**config.mk**
```make
export PLATFORM = sky130hd
export DESIGN_NAME = vga_timing_flat
export DESIGN_NICKNAME = d
export VERILOG_FILES = /design/src/rtl/vga_timing.sv /design/src/rtl/vga_timing_if.sv /design/src/flat_wrapper.sv
export SDC_FILE = /design/constraint.sdc
export NUM_CORES = 1
export LEC_CHECK = 0
export ABC_AREA = 0
export CAP_MARGIN = 20
export CORE_UTILIZATION = 41
export CTS_BUF_LIST = sky130_fd_sc_hd__clkbuf_4
export DETAILED_ROUTE_END_ITERATION = 7
export GPL_TIMING_DRIVEN = 0
export HOLD_SLACK_MARGIN = 0.02
export PLACE_DENSITY_LB_ADDON = 0.15
export SLEW_MARGIN = 30
export SYNTH_ARGS = -nofsm -noshare
export SYNTH_HDL_FRONTEND = slang
export SYNTH_SLANG_ARGS = --single-unit
```
**constraint.sdc**
```tcl
create_clock -name clk -period 5.3 [get_ports clk]
set_input_delay 0.53 -clock clk [delete_from_list [all_inputs] [get_ports clk]]
set_output_delay 0.53 -clock clk [all_outputs]
set_load 0.03 [all_outputs]
```
**src/rtl/vga_timing.sv**
```systemverilog
// 800x600@60 Hz VGA timing generator: free-running counters plus registered sync/blank strobes.
// Optional simulation-only range checks are enabled by defining VGA_TIMING_CHECK_EN.
package vga_pkg;
  parameter logic [10:0] HOR_BLANK_START = 11'd800;
  parameter logic [10:0] HOR_SYNC_START  = 11'd840;
  parameter logic [10:0] HOR_SYNC_END    = 11'd967;
  parameter logic [10:0] HOR_BLANK_END   = 11'd1055;
  parameter logic [10:0] HOR_TOTAL_TIME  = 11'd1056;
  parameter logic [10:0] VER_BLANK_START = 11'd600;
  parameter logic [10:0] VER_SYNC_START  = 11'd601;
  parameter logic [10:0] VER_SYNC_END    = 11'd604;
  parameter logic [10:0] VER_BLANK_END   = 11'd627;
  parameter logic [10:0] VER_TOTAL_TIME  = 11'd628;
endpackage

module vga_timing
  import vga_pkg::*;
(
  input  logic clk,
  input  logic rst,
  vga_if.out   out
);

  logic [10:0] hcount_q, hcount_d;
  logic [10:0] vcount_q, vcount_d;
  logic        hsync_q, hsync_d;
  logic        vsync_q, vsync_d;
  logic        hblnk_q, hblnk_d;
  logic        vblnk_q, vblnk_d;

  // NOTE: every variable gets a default at the top of always_comb, so no path can infer a latch.
  always_comb begin
    hcount_d = hcount_q + 11'd1;
    vcount_d = vcount_q;
    // >= rather than == so a corrupted count still returns to the legal range.
    if (hcount_q >= HOR_TOTAL_TIME - 11'd1) begin
      hcount_d = 11'd0;
      if (vcount_q >= VER_TOTAL_TIME - 11'd1) begin
        vcount_d = 11'd0;
      end else begin
        vcount_d = vcount_q + 11'd1;
      end
    end

    // Strobes decode the next counts so both land on the same edge.
    hblnk_d = (hcount_d >= HOR_BLANK_START) && (hcount_d <= HOR_BLANK_END);
    hsync_d = (hcount_d >= HOR_SYNC_START)  && (hcount_d <= HOR_SYNC_END);
    vblnk_d = (vcount_d >= VER_BLANK_START) && (vcount_d <= VER_BLANK_END);
    vsync_d = (vcount_d >= VER_SYNC_START)  && (vcount_d <= VER_SYNC_END);
  end

  // NOTE: sequential state is updated with non-blocking assignments only.
  always_ff @(posedge clk) begin
    if (rst) begin
      hcount_q <= 11'd0;
      vcount_q <= 11'd0;
      hsync_q  <= 1'b0;
      vsync_q  <= 1'b0;
      hblnk_q  <= 1'b0;
      vblnk_q  <= 1'b0;
    end else begin
      hcount_q <= hcount_d;
      vcount_q <= vcount_d;
      hsync_q  <= hsync_d;
      vsync_q  <= vsync_d;
      hblnk_q  <= hblnk_d;
      vblnk_q  <= vblnk_d;
    end
  end

  assign out.hcount = hcount_q;
  assign out.vcount = vcount_q;
  assign out.hsync  = hsync_q;
  assign out.vsync  = vsync_q;
  assign out.hblnk  = hblnk_q;
  assign out.vblnk  = vblnk_q;
  assign out.rgb    = 12'h000;

`ifdef VGA_TIMING_CHECK_EN
  always @(posedge clk) begin
    if (!rst) begin
      assert (hcount_q <= HOR_BLANK_END) else $error("hcount out of range");
      assert (vcount_q <= VER_BLANK_END) else $error("vcount out of range");
      assert (hblnk_q == ((hcount_q >= HOR_BLANK_START) && (hcount_q <= HOR_BLANK_END)))
        else $error("hblnk disagrees with hcount");
      assert (hsync_q == ((hcount_q >= HOR_SYNC_START) && (hcount_q <= HOR_SYNC_END)))
        else $error("hsync disagrees with hcount");
      assert (vblnk_q == ((vcount_q >= VER_BLANK_START) && (vcount_q <= VER_BLANK_END)))
        else $error("vblnk disagrees with vcount");
      assert (vsync_q == ((vcount_q >= VER_SYNC_START) && (vcount_q <= VER_SYNC_END)))
        else $error("vsync disagrees with vcount");
    end
  end
`else
  // Range checks compiled out; the generated logic is unchanged.
`endif

endmodule

```
**src/rtl/vga_timing_if.sv**
```systemverilog
// Video bus carried between pipeline stages: pixel position, sync/blank strobes and colour.
interface vga_if;
  logic [10:0] hcount;
  logic [10:0] vcount;
  logic        hsync;
  logic        vsync;
  logic        hblnk;
  logic        vblnk;
  logic [11:0] rgb;

  modport out (output hcount, vcount, hsync, vsync, hblnk, vblnk, rgb);
  modport in  (input  hcount, vcount, hsync, vsync, hblnk, vblnk, rgb);
endinterface

```
**src/flat_wrapper.sv**
```systemverilog
// flat-port wrapper written by rule: the top's interface ports become plain ports
module vga_timing_flat import vga_pkg::*;
  (clk, rst, out_hcount, out_vcount, out_hsync, out_vsync, out_hblnk, out_vblnk, out_rgb);
  vga_if out_i ();
  input  logic clk;
  input  logic rst;
  output wire logic [$bits(out_i.hcount)-1:0] out_hcount;
  output wire logic [$bits(out_i.vcount)-1:0] out_vcount;
  output wire logic [$bits(out_i.hsync)-1:0] out_hsync;
  output wire logic [$bits(out_i.vsync)-1:0] out_vsync;
  output wire logic [$bits(out_i.hblnk)-1:0] out_hblnk;
  output wire logic [$bits(out_i.vblnk)-1:0] out_vblnk;
  output wire logic [$bits(out_i.rgb)-1:0] out_rgb;
  assign out_hcount = out_i.hcount;
  assign out_vcount = out_i.vcount;
  assign out_hsync = out_i.hsync;
  assign out_vsync = out_i.vsync;
  assign out_hblnk = out_i.hblnk;
  assign out_vblnk = out_i.vblnk;
  assign out_rgb = out_i.rgb;
  vga_timing u_core (.clk(clk), .rst(rst), .out(out_i));
endmodule
```
==> results.toml, run 1 <==
[finish]
nets = 241
fin_cells = 284
drive_above_1_share_pct = 8.47
final_area_um2 = 1980
diodes = 0
syn_to_final_growth_pct = 25.1

[cts]
root_buffer = "clkbuf_4"
clk_latency_ns = 0.32
numCtsBuffers = 3
clk_pin_slew_ns = 0.14
cts_max_level = 1
cts_buffer_depth = 2
clock_sinks = 26
cts_setup_buffers = 0
cts_resized = 0
cts_tree = "built"
ctsHoldBuffers = 0

[sta]
min_period_ns = 3.03
rsz0062_at_grt = "false"
worst_pin_slew_ns = 0.632
fmax_mhz = 331
clock-skew-final_ns = 0.00391
max-slew-margin-rel_pct = 57.7
hold_violations = 0
tns_ns = 0
layout_setup_ws_ns = 2.27
finalCritPeriodShare_pct = 57.1
setup_viol = 0
drv_slew = 0

[place]
place_ws_ns = 2.33
post_dp_cell_area_um2 = 1960
dp_hpwl_um = 2700
gp_congestion = 0.902
place_inst = 280
port_buffers = 27

[worst_hold_path]
min-delay-path-class = "flip-flop to flip-flop"
hold_start = "u_core.out.hcount[0]"

[logic_synthesis]
netlist_top_cells_count = "dfxtp_1, nor2_1, buf_4"
synth_area_leaders = "dfxtp_1, buf_4, nor2_1, xor2_1, nand3_1"
synth_edf_count = 0
ys_warn_count = 0
synthCells = 194
synth_top_area_share_pct = 32.8
synth_seq_cells = 26
ys.flop_type = "dfxtp_1"
synth-seq-area-share_pct = 32.8
yosysMostFrequentCell = "dfxtp_1"
async_reset_ff_share_pct = 0
synth_top_area_cell = "dfxtp_1"
avgSynthCellArea_um2 = 8.18
syn_area_um2 = 1590
synth.distinct_cells = 53

[grt]
grt_pass1_vias = 1369
grt_pass1_wl_um = 6380
grt_use_total_pct = 19.4
grt_max_degree = 15
grt.overflow.total = 0
antenna_found_initial = 0

[power_and_ir_drop]
power_frac_clock_pct = 26.9
switching_power_uw = 84.2
swShare_pct = 26.2
p_int_uw = 237
power_density_nw_per_um2 = 162
seqPwrFrac_pct = 62.2
combPwrFrac_pct = 10.9
ir_worst_vdd_mv = 0.141
p_leak_uw = 0.000726

[status]
status = "finished, final reports clean"

[worst_setup_path]
crit_type = "flip-flop to flip-flop"
cp-start-kind = "flip-flop"
cp_cell_sequence = "ha_1, a2111o_1, a211o_1, a2111oi_1, a32oi_1, or4b_4, o21ai_0"
cp-end-kind = "flip-flop"
required_ns = 5.55
cp_max_fo = 10
slowest_delay_ns = 0.58
r2r-start = "u_core.out.vcount[0]"
critPathArrivalTime_ns = 3.28
cp_slowest_cell = "or4b_4"
cp-startpoint = "u_core.out.vcount[0]"

[die]
core_region_area_um2 = 3690
boundaryPins = 40
die-width_um = 64.2
row_count = 22
die_area_um2 = 4120
fp.dieH_um = 64.2
start_util_pct = 43.0

[route]
vias = 1549
route.detailed.drc = 0
drtIter0Drc = 134
wire_per_inst_um = 13.2
avgViaCountPerCell = 5.45
routed_wl_um = 3740
ant_nets = 0
drtPass1Iterations = 4

[run]
maxCapViolCount = 0
state kept, by name, indices dropped and copies added, names as in the netlist:
signal             count
u_core.out.hblnk       1
u_core.out.vcount     11
u_core.out.vsync       1
u_core.out.hsync       1
u_core.out.hcount     11
u_core.out.vblnk       1
logic make-up (layout without fill, tap and decap cells):
| family | after synthesis | count (layout) | share of synthesized area, % |
|---|---|---|---|
| AOI/OAI and AO/OA | 47 | 47 | 22.3 |
| xor gates and xnor gates | 11 | 11 | 6.07 |
| adders and majority gates | 2 | 2 | 1.58 |
| buffers and inverters | 26 | 57 | 8.99 |
| DFF | 26 | 26 | 32.8 |
| muxes | 2 | 2 | 1.26 |
| other | 1 | 12 | 0.236 |
| and+or+nand+nor | 79 | 79 | 26.7 |
worst max-delay path, delay by kind of cell (launching register included):
kind	cells	cell delay, ns
AOI/OAI and AO/OA	5	1.67
adders and majority gates	1	0.30
DFF	1	0.42
and+or+nand+nor	1	0.58
layout by cell type (no fill, tap or decap), types with 5 or more instances in the layout:
cell,n
nand2_1,7
inv_1,6
nor2_1,24
nand4_1,5
and3_1,5
clkbuf_1,8
nand3_1,10
clkdlybuf4s50_1,27
buf_4,12
xor2_1,6
xnor2_1,5
a21oi_1,9
conb_1,12
dfxtp_1,26
through the flow:
step | total power, uW | util (%) | hold WS (ns)
6_report | 322 | 53.8 | 0.510
5_1_grt | 338 | 53.8 | 0.581
4_1_cts | 329 | 53.8 | 0.509
3_5_place_dp | 239 | 53.1 | 0.479
3_3_place_gp | 239 | 53.1 | 0.463
2_1_floorplan | 232 | - | 0.576
path summary, 6_finish.rpt:
kind	to	slack, ns	cells past startpoint
max	u_core.out.vblnk	2.27	7
min	u_core.out.hcount[0]	0.51	1
max reg2reg	u_core.out.vblnk	2.27	7
min reg2reg	u_core.out.hcount[0]	0.51	1
power groups by stage:
stage	registers, uW	clock network [uW]	logic, uW
after floorplan	208	0	24.4
after global placement	204	0	34.6
after detailed placement	204	0	34.8
after CTS	200	94.2	34.9
after global routing	201	100	37.4
final	200	86.4	35.1
area by class of cell:
class	instances	area [um^2]
Buffer	20	120
Clock buffer	3	22.5
Timing Repair Buffer	27	270
Clock inverter	1	3.75
Inverter	6	22.5
Multi-Input combinational cell	153	965
Sequential cell	26	520
Fill cell	400	1700
Tap cell	48	60.1
metal layers:
layer | share of wire, % | vias to the layer above | routed length [um] | GRT usage (%)
li1 | - | 781 | - | -
met1 | 46 | 720 | 1700 | 25.3
met2 | 49 | 44 | 1820 | 32.8
met3 | 4.9 | 4 | 183 | 4.11
met4 | 0.91 | 0 | 34 | 4.17
met5 | 0 | - | 0 | 0
Note: power is estimated with default switching activity, not from simulation.
==> run 2, diff against run 1 <==
clock period = 2.7 ns   (was 5.3 ns; I/O delays follow)
==> results.toml, run 2 (synthesis results as in run 1) <==
[route]
drtIter0Drc = 74
vias = 1581
drtPass1Iterations = 4
wire_per_inst_um = 13.4
routed_wl_um = 3860
avgViaCountPerCell = 5.47
ant_nets = 0
route.detailed.drc = 0

[power_and_ir_drop]
power_density_nw_per_um2 = 346
p_leak_uw = 0.000772
ir_worst_vdd_mv = 0.278
seqPwrFrac_pct = 53.0
combPwrFrac_pct = 9.3
power_frac_clock_pct = 37.7
swShare_pct = 24.0
switching_power_uw = 178
p_int_uw = 561
p_total_uw = 739

[sta]
hold_violations = 0
clock-skew-final_ns = 0.00316
fmax_mhz = 380
tns_ns = 0
setup_viol = 0
drv_slew = 0
holdWs_ns = 0.465
min_period_ns = 2.63
finalCritPeriodShare_pct = 97.4
worst_pin_slew_ns = 0.482
max-slew-margin-rel_pct = 67.0

[place]
post_dp_cell_area_um2 = 1970
port_buffers = 27
gp_congestion = 0.887
dp_hpwl_um = 2690

[die]
row_count = 22
start_util_pct = 43.0
core_region_area_um2 = 3690
boundaryPins = 40
fp.dieH_um = 64.2
die_area_um2 = 4120
die-width_um = 64.2

[finish]
seqCellArea_um2 = 532
layout_commonest_cell = "clkdlybuf4s50_1"
final_area_um2 = 2130
syn_to_final_growth_pct = 34.5
n_fill_cell = 354
nets = 246
final_cell_mix = "clkdlybuf4s50_1, nor2_1, dfxtp_1"
drive_above_1_share_pct = 17.4
multi_input_area_um2 = 1030
diodes = 0
fin_util_pct = 57.8

[grt]
grt_pass1_vias = 1435
antenna_found_initial = 0
grt.overflow.total = 0
grt_pass1_wl_um = 6530
grt_max_degree = 16
grt_use_total_pct = 19.9

[cts]
clock_sinks = 26
ctsHoldBuffers = 0
clk_pin_slew_ns = 0.15
numCtsBuffers = 3
clk_latency_ns = 0.33
cts_max_level = 1
root_buffer = "clkbuf_4"
cts_tree = "built"
cts_buffer_depth = 2

[status]
status = "finished, final reports clean"

[worst_setup_path]
slowest_delay_ns = 0.52
crit_type = "flip-flop to flip-flop"
cp_slowest_cell = "or4b_4"
cp-startpoint = "u_core.out.vcount[1]"
cp_max_fo = 7
crit_family = "compound AO/OA/AOI/OAI gates"
worst-path-buf-inv = 1
r2r-start = "u_core.out.vcount[1]"
cp_cell_sequence = "buf_6, a2111o_1, a211o_4, or4_4, a21o_1, or4b_4, a21oi_2"
required_ns = 2.98
r2r_setup_slack_ns = 0.07
r2r_cells = 7
cp-start-kind = "flip-flop"
critPathArrivalTime_ns = 2.91
r2r-end = "u_core.out.vsync"
cp-end-kind = "flip-flop"

[worst_hold_path]
hold_start = "u_core.out.hcount[0]"
min_path_cells = 1
min-delay-path-class = "flip-flop to flip-flop"
hold_path_end = "u_core.out.hcount[0]"

[run]
maxCapViolCount = 0
[run 2: stage by stage]
step | worst slack [ns] | std cells
3_5_place_dp | -0.0851 | 280
5_1_grt | -0.000972 | 289
6_report | 0.0715 | 289
2_1_floorplan | 0.0495 | 205
4_1_cts | 0.0195 | 288
3_3_place_gp | -0.0936 | 280
[run 2: worst max-delay path by stage]
stage | slack, ns | cells after the start | end
after global routing | -0.001 | 7 | u_core.out.vsync
after global placement | -0.09 | 7 | u_core.out.vsync
final | 0.07 | 7 | u_core.out.vsync
after floorplan | 0.05 | 7 | u_core.out.vsync
after detailed placement | -0.09 | 7 | u_core.out.vsync
after CTS | 0.02 | 7 | u_core.out.vsync
[run 2: layer usage]
layer / vias to the layer above / share of wire [%] / GRT usage, %
met5: - / 0 / 0
met4: 0 / 0.34 / 3.06
met3: 2 / 4.5 / 3.93
met2: 46 / 51 / 36.2
met1: 735 / 44 / 24.3
li1: 798 / - / -
[run 2: layout make-up]
type | count | area share, %
buffer | 19 | 5.45
tap | 48 | 2.82
clock buffer | 3 | 1.06
multi-input combinational | 153 | 48.3
clock inverter | 1 | 1.41
sequential | 26 | 24.9
timing repair buffer | 33 | 15.0
inverter | 6 | 1.06
[run 2: what timing repair did]
| action | CTS | global route |
|---|---|---|
| gates resized for setup | 5 | 8 |
| setup buffers | 5 | 1 |
| hold endpoints to repair | 0 | 0 |
| pin swaps | 3 | 3 |
| endpoints found under the setup margin | 2 | 2 |
[run 2: worst register-to-register path: stages (launching register included)]
cell	delay [ns]
dfxtp_4	0.39
buf_6	0.13
a2111o_1	0.40
a211o_4	0.35
or4_4	0.48
a21o_1	0.20
or4b_4	0.52
a21oi_2	0.11
[run 2: power groups by stage]
stage	Combinational [uW]	Sequential, uW	Clock [uW]
6_report	69.0	391	278
5_1_grt	73.9	392	302
4_1_cts	68.4	391	287
3_5_place_dp	68.4	401	0
3_3_place_gp	68.3	400	0
2_1_floorplan	47.9	407	0
